File: config.mk
export PLATFORM = sky130hd
export DESIGN_NAME = mux_rr_n_a_1
export DESIGN_NICKNAME = d
export VERILOG_FILES = /design/src/rtl/mux_pkg.sv /design/src/rtl/arbitro_rr.sv /design/src/rtl/mux_rr_n_a_1.sv
export SDC_FILE = /design/constraint.sdc
export NUM_CORES = 1
export LEC_CHECK = 0
export ABC_AREA = 1
export CAP_MARGIN = 5
export CORE_MARGIN = 1.5
export CORE_UTILIZATION = 50
export CTS_BUF_LIST = sky130_fd_sc_hd__clkbuf_16
export CTS_CLUSTER_SIZE = 20
export DETAILED_ROUTE_END_ITERATION = 12
export DONT_BUFFER_PORTS = 1
export PLACE_DENSITY = 0.65
export SYNTH_ARGS = -nofsm -noshare
export SYNTH_HDL_FRONTEND = slang
export SYNTH_HIERARCHICAL = 1
export SYNTH_SLANG_ARGS = --single-unit
File: constraint.sdc
create_clock -name i_clk -period 2.4 [get_ports i_clk]
set_clock_uncertainty 0.2 [all_clocks]
set_input_delay 0.36 -clock i_clk [delete_from_list [all_inputs] [get_ports i_clk]]
set_output_delay 0.36 -clock i_clk [all_outputs]
set_load 0.05 [all_outputs]
File: src/rtl/mux_pkg.sv
// ============================================================================
// Module   : mux_pkg
// Brief    : Shared mode constants and select-width helper for mux_rr_n_a_1.
// Revision : 1.0 - initial release
// ============================================================================
`default_nettype none

package mux_pkg;

    localparam logic MODO_FIJO = 1'b0;
    localparam logic MODO_RR   = 1'b1;

    // Never return a zero width, even for degenerate channel counts.
    function automatic int sel_w(input int canales);
        return (canales <= 2) ? 1 : $clog2(canales);
    endfunction

endpackage

`default_nettype wire

File: src/rtl/arbitro_rr.sv
// ============================================================================
// Module   : arbitro_rr
// Brief    : Combinational rotating-priority encoder; search starts at ptr+1.
// Revision : 1.0 - initial release
// ============================================================================
`default_nettype none

module arbitro_rr #(
    parameter int CANALES = 4,
    parameter int SEL_W   = 2
) (
    input  logic [CANALES-1:0] i_req,
    input  logic [SEL_W-1:0]   i_ptr,
    output logic               o_hay_ganador,
    output logic [SEL_W-1:0]   o_ganador
);

    logic [SEL_W-1:0] w_idx;

    // Walk the channels once, wrapping at CANALES-1, and keep the first hit.
    always_comb begin
        o_hay_ganador = 1'b0;
        o_ganador     = '0;
        w_idx         = (i_ptr == SEL_W'(CANALES - 1)) ? '0 : i_ptr + 1'b1;
        for (int i = 0; i < CANALES; i++) begin
            if (!o_hay_ganador && i_req[w_idx]) begin
                o_hay_ganador = 1'b1;
                o_ganador     = w_idx;
            end
            w_idx = (w_idx == SEL_W'(CANALES - 1)) ? '0 : w_idx + 1'b1;
        end
    end

endmodule

`default_nettype wire

File: src/rtl/mux_rr_n_a_1.sv
// ============================================================================
// Module   : mux_rr_n_a_1
// Brief    : N-channel registered mux with valid/ready, fixed or round-robin.
// Revision : 1.0 - initial release
// ============================================================================
`default_nettype none

module mux_rr_n_a_1
    import mux_pkg::*;
#(
    parameter int n       = 4,
    parameter int CANALES = 4,
    parameter int SEL_W   = sel_w(CANALES)
) (
    input  logic                 i_clk,
    input  logic                 i_rst,
    input  logic [CANALES*n-1:0] i_datos,
    input  logic [CANALES-1:0]   i_valido,
    output logic [CANALES-1:0]   o_listo,
    input  logic                 i_modo,
    input  logic [SEL_W-1:0]     i_sel,
    output logic [n-1:0]         o_datos,
    output logic [SEL_W-1:0]     o_canal,
    output logic                 o_valido,
    input  logic                 i_listo
);

    logic [n-1:0]     r_datos;
    logic [SEL_W-1:0] r_canal;
    logic             r_valido;
    logic [SEL_W-1:0] r_ptr;

    logic             w_carga;
    logic             w_rr_hay;
    logic [SEL_W-1:0] w_rr_gan;
    logic             w_fijo_hay;
    logic             w_hay;
    logic [SEL_W-1:0] w_gan;
    logic [n-1:0]     w_dato_sel;

    arbitro_rr #(
        .CANALES (CANALES),
        .SEL_W   (SEL_W)
    ) u_arbitro (
        .i_req         (i_valido),
        .i_ptr         (r_ptr),
        .o_hay_ganador (w_rr_hay),
        .o_ganador     (w_rr_gan)
    );

    assign w_carga    = !r_valido || i_listo;
    // Out-of-range selects must never grant, even if the indexed bit aliases.
    assign w_fijo_hay = (int'(i_sel) < CANALES) && i_valido[i_sel];
    assign w_hay      = (i_modo == MODO_RR) ? w_rr_hay : w_fijo_hay;
    assign w_gan      = (i_modo == MODO_RR) ? w_rr_gan : i_sel;
    assign w_dato_sel = i_datos[int'(w_gan)*n +: n];

    always_comb begin
        o_listo = '0;
        if (!i_rst && w_carga && w_hay) begin
            o_listo[w_gan] = 1'b1;
        end
    end

    always_ff @(posedge i_clk) begin
        if (i_rst) begin
            r_datos  <= '0;
            r_canal  <= '0;
            r_valido <= 1'b0;
            r_ptr    <= SEL_W'(CANALES - 1);
        end else if (w_carga) begin
            if (w_hay) begin
                r_datos  <= w_dato_sel;
                r_canal  <= w_gan;
                r_valido <= 1'b1;
                r_ptr    <= w_gan;
            end else begin
                r_valido <= 1'b0;
            end
        end
    end

    assign o_datos  = r_datos;
    assign o_canal  = r_canal;
    assign o_valido = r_valido;

endmodule

`default_nettype wire

======== After elaboration in Yosys (flattened, before gate mapping) ========
Index checks and enable logic that the tools add are counted.
word-level totals
  bits in registers ....................... 9
  bits of input ports ..................... 26
  output and inout port bits .............. 11
  word-level logic and storage cells ...... 61
cells by class
  add/subtract/negate cells ............... 4
  $lt $le $gt $ge ......................... 7
  eq/ne operators ......................... 4
  shift operators ......................... 1
  mux-type cells .......................... 28
  reduce and logical (&&, ||, !) cells .... 13
operator list
  kind                                                                                 count
  2-bit by 3-bit less-than comparator with 1-bit output, second input constant         6
  2-bit two-way mux                                                                    9
  16-bit by 5-bit indexed part select with 4-bit output                                1
  1-bit two-way mux                                                                    12
  1-bit binary-select mux with 2-bit select                                            5
  2-bit by 1-bit adder with 2-bit output, second input constant                        4
  2-bit equality test, second input constant                                           4
  1-bit logical AND                                                                    6
  1-bit zero test                                                                      5
  4-bit two-way mux                                                                    1
  1-bit demux with 2-bit select                                                        1
  2-bit by 1-bit greater-or-equal comparator with 1-bit output, second input constant  1
  2-bit AND reduction                                                                  1
  1-bit logical OR                                                                     1

======== Longest topological paths before layout ========
Gate-level depths: netlist of run 1.
  word-level depth ........................ 20
  gate-level depth with buffers ........... 21
  depth with buffers taken out ............ 20

======== By module ========
The synthesis of run 1 kept the hierarchy.
by module, submodules not included
  module        times used  cells an instance  area each (um^2)  seq. area each (um^2)
  mux_rr_n_a_1  1           113                640.6             180.2
  arbitro_rr    1           72                 352.8             0.0

======== Worst setup path before layout of run 1 ========
OpenSTA, ideal clock, no wires.
  path type ............................... register to output
  start ................................... register r_ptr[0]
  end ..................................... output port o_listo[0]
  data arrival time ....................... 2.757 ns
  required time ........................... 1.840 ns
  path slack .............................. -0.917 ns
  cell stages (with the launch flop) ...... 15
  path buffers ............................ 1
  cell sequence ........................... dfxtp_1 -> ha_1 -> inv_1 -> nand2_2 -> buf_6 -> nand2_1 -> nand3_1 -> nand2_2 -> nand2_2 -> nor2_4 -> nand2_1 -> nand3_1 -> a21oi_2 -> inv_2 -> nor3_1
on the way
  cells in the longest elaborated chain, start to end .. 20
  elaborated cells between the ends (all ways) .. 43
  those cells by class .................... add/sub: 4; order compare: 2; eq/ne: 4; mux: 25; reduce/logical: 8
RTL lines
  element                                                                                                                                                      RTL line            RTL
  start: declaration                                                                                                                                           mux_rr_n_a_1.sv:31  logic [SEL_W-1:0] r_ptr;
  start signal: assignment                                                                                                                                     mux_rr_n_a_1.sv:70  r_ptr <= SEL_W'(CANALES - 1);
  start signal: assignment                                                                                                                                     mux_rr_n_a_1.sv:76  r_ptr <= w_gan;
  2-bit by 1-bit adder with 2-bit output or 2-bit equality test (tied branches)                                                                                arbitro_rr.sv:24    w_idx = (i_ptr == SEL_W'(CANALES - 1)) ? '0 : i_ptr + 1'b1;
  2-bit two-way mux (*)                                                                                                                                        arbitro_rr.sv:24
  branches (longest 11 deep; another with 2-bit by 1-bit adder with 2-bit output)                                                                              -
  2-bit two-way mux (*)                                                                                                                                        arbitro_rr.sv:26    if (!o_hay_ganador && i_req[w_idx]) begin
  named net w_rr_gan[1]                                                                                                                                        mux_rr_n_a_1.sv:35  logic [SEL_W-1:0] w_rr_gan;
  2-bit two-way mux (*)                                                                                                                                        mux_rr_n_a_1.sv:55  assign w_gan = (i_modo == MODO_RR) ? w_rr_gan : i_sel;
  2-bit by 3-bit less-than comparator with 1-bit output (implied by the code) or 2-bit by 1-bit greater-or-equal comparator with 1-bit output (tied branches)  mux_rr_n_a_1.sv:61  o_listo[w_gan] = 1'b1;
  1-bit logical AND (implied by the code)                                                                                                                      mux_rr_n_a_1.sv:61
  1-bit two-way mux (implied by the code)                                                                                                                      mux_rr_n_a_1.sv:61
  1-bit demux with 2-bit select (*)                                                                                                                            mux_rr_n_a_1.sv:61
  4-bit two-way mux (*)                                                                                                                                        mux_rr_n_a_1.sv:60  if (!i_rst && w_carga && w_hay) begin
  end: declaration                                                                                                                                             mux_rr_n_a_1.sv:19  output logic [CANALES-1:0] o_listo,
Mark *: on every way through the listed nets, which the timed path passes. The select of a mux whose other input is x is not followed.

======== Final worst setup path of run 1 ========
  start ................................... register r_ptr[0]
  end ..................................... output port o_listo[1]
The elaborated chain is that of the path after synthesis.

==> results of run 1 <==
## timing repair
action                                  4_1_cts  5_1_grt
gates resized for setup                       9       40
buffers inserted                              4       10
endpoints found under the setup margin       10       12
endpoints found under the hold margin         3        0
hold buffers                                  1        0
pin swaps                                     7       29
## layout make-up
cell class              count  share of cell area [%]
flip-flops and latches      9                   10.98
clock buffers               3                   4.451
inverters                  24                   5.935
well taps                  25                   1.855
clock inverters             1                  0.2226
multi-input cells         148                   56.60
repair buffers             33                   19.96
## layer usage
layer | track usage [%] | wire, um
met5 | 0 | 0
met2 | 46.49 | 1963
met1 | 35.15 | 1635
met4 | 7.568 | 207
met3 | 7.925 | 484
## stage by stage
step / area, sq um / instances / power (W) / setup slack [ps] / utilization, %
after floorplan: 1114 / 185 / 0.0007689 / -196.1 / -
after global placement: 1301 / 225 / 0.0009381 / -200.6 / 72.22
after detailed placement: 1301 / 225 / 0.0009568 / -224.1 / 72.22
after CTS: 1463 / 234 / 0.001306 / -367.4 / 81.18
after global routing: 1687 / 243 / 0.001670 / -585.8 / 93.61
final: 1687 / 243 / 0.001614 / -552.8 / 93.61
## logic make-up (layout without fill, tap and decap cells)
group	count (synthesis)	after routing
and+or+nand+nor	141	141
buffers and inverters	28	61
DFF	9	9
AOI/OAI and AO/OA	6	6
adders and majority gates	1	1
## power breakdown
group,internal (W),switching (W)
logic,0.000431,0.000615
clock network,0.000219,0.0000866
registers,0.000179,0.0000841
total,0.000828,0.000785
## registers in the layout, summed over array words and instances (netlist names)
name and cells:
o_valido 1, o_datos 4, o_canal 2, r_ptr 2
## layout by cell type (no fill, tap or decap), types with 2 or more instances in the layout
master / netlist / routed
nor2_1: 12 / 10
nand3_1: 17 / 8
nand3_4: 0 / 4
buf_6: 3 / 3
buf_12: 0 / 6
nand2_4: 2 / 17
inv_2: 1 / 2
dfxtp_1: 9 / 7
a21oi_1: 3 / 2
nor3_4: 0 / 4
nand2_1: 88 / 69
buf_4: 0 / 23
clkbuf_16: 0 / 3
inv_1: 23 / 21
nor2_2: 2 / 3
nand3_2: 2 / 7
nor2_4: 1 / 2
nand2_2: 12 / 16
## worst paths after layout
path / slack [ps] / to / from
setup / recovery: -550 / o_listo[1] / r_ptr[0]$_SDFFE_PP1P_
setup reg to reg: -400 / o_datos[1]$_SDFFE_PP0P_ / r_ptr[0]$_SDFFE_PP1P_
hold / removal: 190 / r_ptr[1]$_SDFFE_PP1P_ / i_rst
hold reg to reg: 300 / r_ptr[0]$_SDFFE_PP1P_ / r_ptr[0]$_SDFFE_PP1P_
## worst max-delay path: stages (launching register included)
cell     delay, ps
dfxtp_4        350
ha_4           180
nor2_4         200
buf_6          160
nand2_4         60
nand2_4         80
nand2_4         60
nand2_4         90
nand2_4         50
nor2_4         130
nand3_2         90
nand2_2         90
inv_2           50
nand2_2         80
nand2_4         80
nor3_4         220
buf_12         160
==> impl_metrics.py, run 1 <==
metrics = {
    "status": {
        "run_status": "complete, but fails checks",
        "violations": "setup timing",
    },
    "sta": {
        "slew_headroom_pct": 64.70,
        "tightest_slew_ps": 528.8,
        "finalHoldViolations": 0,
        "holdWs_ps": 190.0,
        "rsz0062_at_grt": "yes",
        "post-route-period-util_pct": 123.0,
        "min_period_ps": 2953,
        "setup-violations-final": 13,
        "setup_tns_ps": -4188,
        "slew_viol_final": 0,
        "max_freq_mhz": 338.7,
        "setup_ws_ps": -552.8,
    },
    "detailed_routing": {
        "wl_per_cell_um": 17.66,
        "dr.pass1.iters": 4,
        "ant_nets": 0,
        "drcViolationCount": 0,
        "via_count": 1408,
        "wl_um": 4291,
        "first_iter_violations": 103,
        "vias_per_cell": 5.794,
    },
    "logic_synthesis": {
        "synth.area.mux_share_pct": 0,
        "ys_ff_latch": 9,
        "synth_edf_count": 0,
        "synthAdderAreaFrac_pct": 1.259,
        "synth.area.top_cells": "nand2_1 (33%), dfxtp_1 (18%), inv_1 (8.7%), nand3_1 (8.6%), nand2_2 (7.6%)",
        "synthesis.nets": 212,
        "synthArstFlopShare_pct": 0,
        "synth_commonest_cells": "nand2_1 (88), inv_1 (23), nand3_1 (17), nand2_2 (12), nor2_1 (12)",
        "synth_warnings": 6,
        "synthXorXnorAreaFrac_pct": 0,
        "synthCells": 185,
        "ys.flop_type": "dfxtp_1",
        "synth_compound_area_share_pct": 3.401,
        "synth_area_per_cell_sq_um": 5.370,
        "synth_area_sq_um": 993.5,
        "yosysSeqAreaShare_pct": 18.14,
        "yosysTopAreaCellShare_pct": 33.25,
        "synth_simple_gate_area_share_pct": 63.22,
        "synth_cell_types": 19,
        "synth_top_family_by_area": "simple AND/OR/NAND/NOR gates",
        "synth.largest_area_cell": "nand2_1",
        "synth.most_common_cell": "nand2_1",
    },
    "global_route": {
        "first_global_vias": 1060,
        "antenna_found_initial": 0,
        "grt_usage_pct": 27.82,
        "globalRouteOverflowTotal": 0,
        "grt_max_degree": 14,
        "grt_pass1_wl_um": 4443,
    },
    "job": {
        "max-cap-violations": 0,
    },
    "clocking": {
        "htreeDepth": 1,
        "cts_sinks": 9,
        "cts_tree": "done",
        "clk_pin_slew_ps": 40,
        "clockRootBuffer": "clkbuf_16",
        "clk_path_buf_depth": 2,
        "cts_buffers": 3,
        "worstSkewPairLatency_ps": 240,
    },
    "placement": {
        "gp_congestion": 0.8980,
        "portBuffers": 0,
        "dp_hpwl_um": 2060,
    },
    "critical_path": {
        "cp-start-kind": "flop",
        "critPathMaxFanout": 4,
        "cp_data_arrival_time_ps": 2390,
        "worstPathRequired_ps": 1840,
        "critical_path_class": "flop to output port",
        "rr_worst_depth": 18,
        "critPathCaptureType": "output port",
    },
    "power_and_ir_drop": {
        "powerDensity_nw_per_um2": 956.8,
        "ir_drop_uv": 850.7,
        "power.leakage_nw": 0.8915,
    },
    "floorplanning": {
        "fp-row-count": 15,
        "die_w_um": 47.58,
        "die_height_um": 47.58,
        "dieArea_sq_um": 2263,
        "core_sq_um": 1802,
        "io_pins": 37,
        "initial_core_util_pct": 55.14,
    },
    "final_layout": {
        "area_growth_syn_to_layout_pct": 69.77,
        "fill_cells": 62,
        "multi_input_area_sq_um": 954.7,
        "drive_above_1_share_pct": 44.95,
        "regArea_sq_um": 185.2,
        "antenna_cells": 0,
        "nNetsFinal": 246,
    },
    "min_path": {
        "min_path_type": "input pin to flop",
        "hold_path_depth": 2,
    },
}
(Power assumes the default switching activity.)
==> run 2, diff against run 1 <==
--- a/config.mk
+++ b/config.mk
@@ -9,11 +9,12 @@
 export CAP_MARGIN = 5
 export CORE_MARGIN = 1.5
 export CORE_UTILIZATION = 50
-export CTS_BUF_LIST = sky130_fd_sc_hd__clkbuf_16
+export CTS_BUF_LIST = sky130_fd_sc_hd__clkbuf_8
 export CTS_CLUSTER_SIZE = 20
 export DETAILED_ROUTE_END_ITERATION = 12
 export DONT_BUFFER_PORTS = 1
 export PLACE_DENSITY = 0.65
+export SKIP_CTS_REPAIR_TIMING = 1
 export SYNTH_ARGS = -nofsm -noshare
 export SYNTH_HDL_FRONTEND = slang
 export SYNTH_HIERARCHICAL = 1
==> run 2 against run 1 <==
Effect of this change:
- the flow still finishes with violations (setup timing)
- via count shrank 10%
- global-route usage shrank 2.7 points
- die area is the same
- non-clock buffer count shrank 12
- critical path depth shrank 1
- routed wire length shrank 24%
- flip-flop and latch count is the same
- maximum frequency grew 3.6%
- final area shrank 8.4%
- register-to-register slack gained 360 ps
- setup slack gained 100 ps
- sequential share of layout area grew 1.0 points
- critical endpoint is now o_listo[0]
==> impl_metrics.py, run 2 (same netlist as run 1, synthesis figures left out) <==
metrics = {
    "status": {
        "run_status": "complete, but fails checks",
        "violations": "setup timing",
    },
    "critical_path": {
        "cp-start-kind": "flop",
        "slowest_stage": "dfxtp_4",
        "critical_path_buf_inv_count": 3,
        "crit_cells": 15,
        "rr_worst_depth": 20,
        "critPathMaxFanout": 5,
        "max_stage_delay_ps": 350,
        "cp_data_arrival_time_ps": 2290,
        "worstPathCellList": "ha_4, inv_4, nand2_4, nand2_2, nand2_4, nand2_4, nand2_4, nand2_4, nor2_4, nand2_1, nand3_2, a21oi_4, inv_4, nor3_4, buf_12",
        "crit_path_frequent_cell": "nand2_4",
        "critical_path_class": "flop to output port",
        "critPathCaptureType": "output port",
        "path_delay_family": "simple AND/OR/NAND/NOR gates",
        "worstPathRequired_ps": 1840,
    },
    "global_route": {
        "globalRouteOverflowTotal": 0,
        "use_met3_pct": 7.925,
        "grt.busiest_layer": "met2",
        "grt_max_degree": 14,
        "antenna_found_initial": 0,
        "grt_util_met2_pct": 39.73,
        "first_global_vias": 998,
        "grt_pass1_wl_um": 4036,
        "grt_usage_pct": 25.13,
        "gr-usage-met1_pct": 33.33,
    },
    "power_and_ir_drop": {
        "powerDensity_nw_per_um2": 867.6,
        "power.leakage_nw": 0.8011,
        "ir_drop_uv": 520.2,
    },
    "clocking": {
        "worstSkewPairLatency_ps": 240,
        "clk_path_buf_depth": 2,
        "cts_tree": "done",
        "clk_pin_slew_ps": 50,
        "htreeDepth": 1,
        "cts_sinks": 9,
        "clockRootBuffer": "clkbuf_8",
        "cts_buffers": 3,
    },
    "final_layout": {
        "fill_cells": 112,
        "nNetsFinal": 236,
        "fin_area_sq_um": 1545,
        "utilization_pct": 85.76,
        "drive_above_1_share_pct": 44.23,
        "antenna_cells": 0,
        "largest_register_ffs": 4,
        "layout_common_cells": "nand2_1 (63), nand2_2 (25), inv_1 (21), nand2_4 (15), buf_4 (13)",
        "area_growth_syn_to_layout_pct": 55.54,
        "final_common_cell": "nand2_1",
    },
    "detailed_routing": {
        "wl_um": 3275,
        "vias_per_cell": 5.433,
        "drcViolationCount": 0,
        "dr.pass1.iters": 4,
        "wl_per_cell_um": 14.06,
        "ant_nets": 0,
        "via_count": 1266,
        "first_iter_violations": 38,
    },
    "floorplanning": {
        "fp-row-count": 15,
        "io_pins": 37,
        "initial_core_util_pct": 55.14,
        "die_height_um": 47.58,
        "dieArea_sq_um": 2263,
        "die_w_um": 47.58,
        "core_sq_um": 1802,
    },
    "sta": {
        "rsz0062_at_grt": "yes",
        "finalHoldViolations": 0,
        "slew_viol_final": 0,
        "setup-violations-final": 7,
        "max_freq_mhz": 351.0,
        "tightest_slew_ps": 525.1,
        "post-route-period-util_pct": 118.7,
        "min_period_ps": 2849,
        "slew_headroom_pct": 64.94,
        "setup_ws_ps": -448.9,
    },
    "placement": {
        "portBuffers": 0,
        "post_dp_cell_area_sq_um": 1301,
        "dp_hpwl_um": 2060,
        "gp_congestion": 0.8980,
    },
    "min_path": {
        "min_path_type": "input pin to flop",
        "hold_path_depth": 2,
    },
    "job": {
        "max-cap-violations": 0,
    },
}
run 2: cell type report:
class,count,area (sq um),area share (%)
multi-input combinational,150,950.9,61.54
timing repair buffer,21,230.2,14.90
inverter,24,102.6,6.640
clock inverter,1,3.754,0.2429
tap,25,31.28,2.024
clock buffer,3,41.29,2.672
sequential,9,185.2,11.98
run 2: power by group:
group          total, W  internal [W]  switching, W  leakage [nW]
clock network  0.000173      0.000112     0.0000618        0.0269
registers      0.000261      0.000179     0.0000823        0.0746
logic          0.000906      0.000358      0.000548         0.700
run 2: per-stage QoR:
stage | std cells | hold slack (ps) | setup WS, ps | total power, W | TNS (ps)
global route | 233 | 210.7 | -506.3 | 0.001416 | -2566
detailed placement | 225 | 232.3 | -224.1 | 0.0009568 | -1473
finish | 233 | 196.5 | -448.9 | 0.001341 | -1751
global placement | 225 | 230.2 | -200.6 | 0.0009381 | -1181
floorplan | 185 | 229.1 | -196.1 | 0.0007689 | -651.4
CTS | 229 | -13.34 | -487.9 | 0.001132 | -2604
run 2: worst register-to-register path, stage by stage, from the launching register on:
cell	delay (ps)
dfxtp_4	350
ha_4	190
nor2_4	210
nand2_2	110
nand2_4	100
nand2_4	70
nand2_4	90
nand2_4	50
nor2_4	100
nand3_2	70
nand2_2	90
inv_2	40
nand2_2	60
nand2_4	70
buf_6	140
nand2_1	50
nand2_1	60
nand2_1	60
nand2_1	60
nor2_1	110
nor2_1	50
run 2: final timing paths:
check                         from                       to  slack [ps]
max          r_ptr[0]$_SDFFE_PP1P_               o_listo[0]        -450
max reg2reg  r_ptr[0]$_SDFFE_PP1P_  o_datos[2]$_SDFFE_PP0P_         -40
min                          i_rst    r_ptr[0]$_SDFFE_PP1P_         200
min reg2reg  r_ptr[0]$_SDFFE_PP1P_    r_ptr[0]$_SDFFE_PP1P_         300
run 2: per-layer routing:
metal / wire, um / vias to the layer above
met5: 0 / -
met4: 54 / 0
met3: 327 / 6
met2: 1603 / 72
met1: 1289 / 576
li1: - / 612
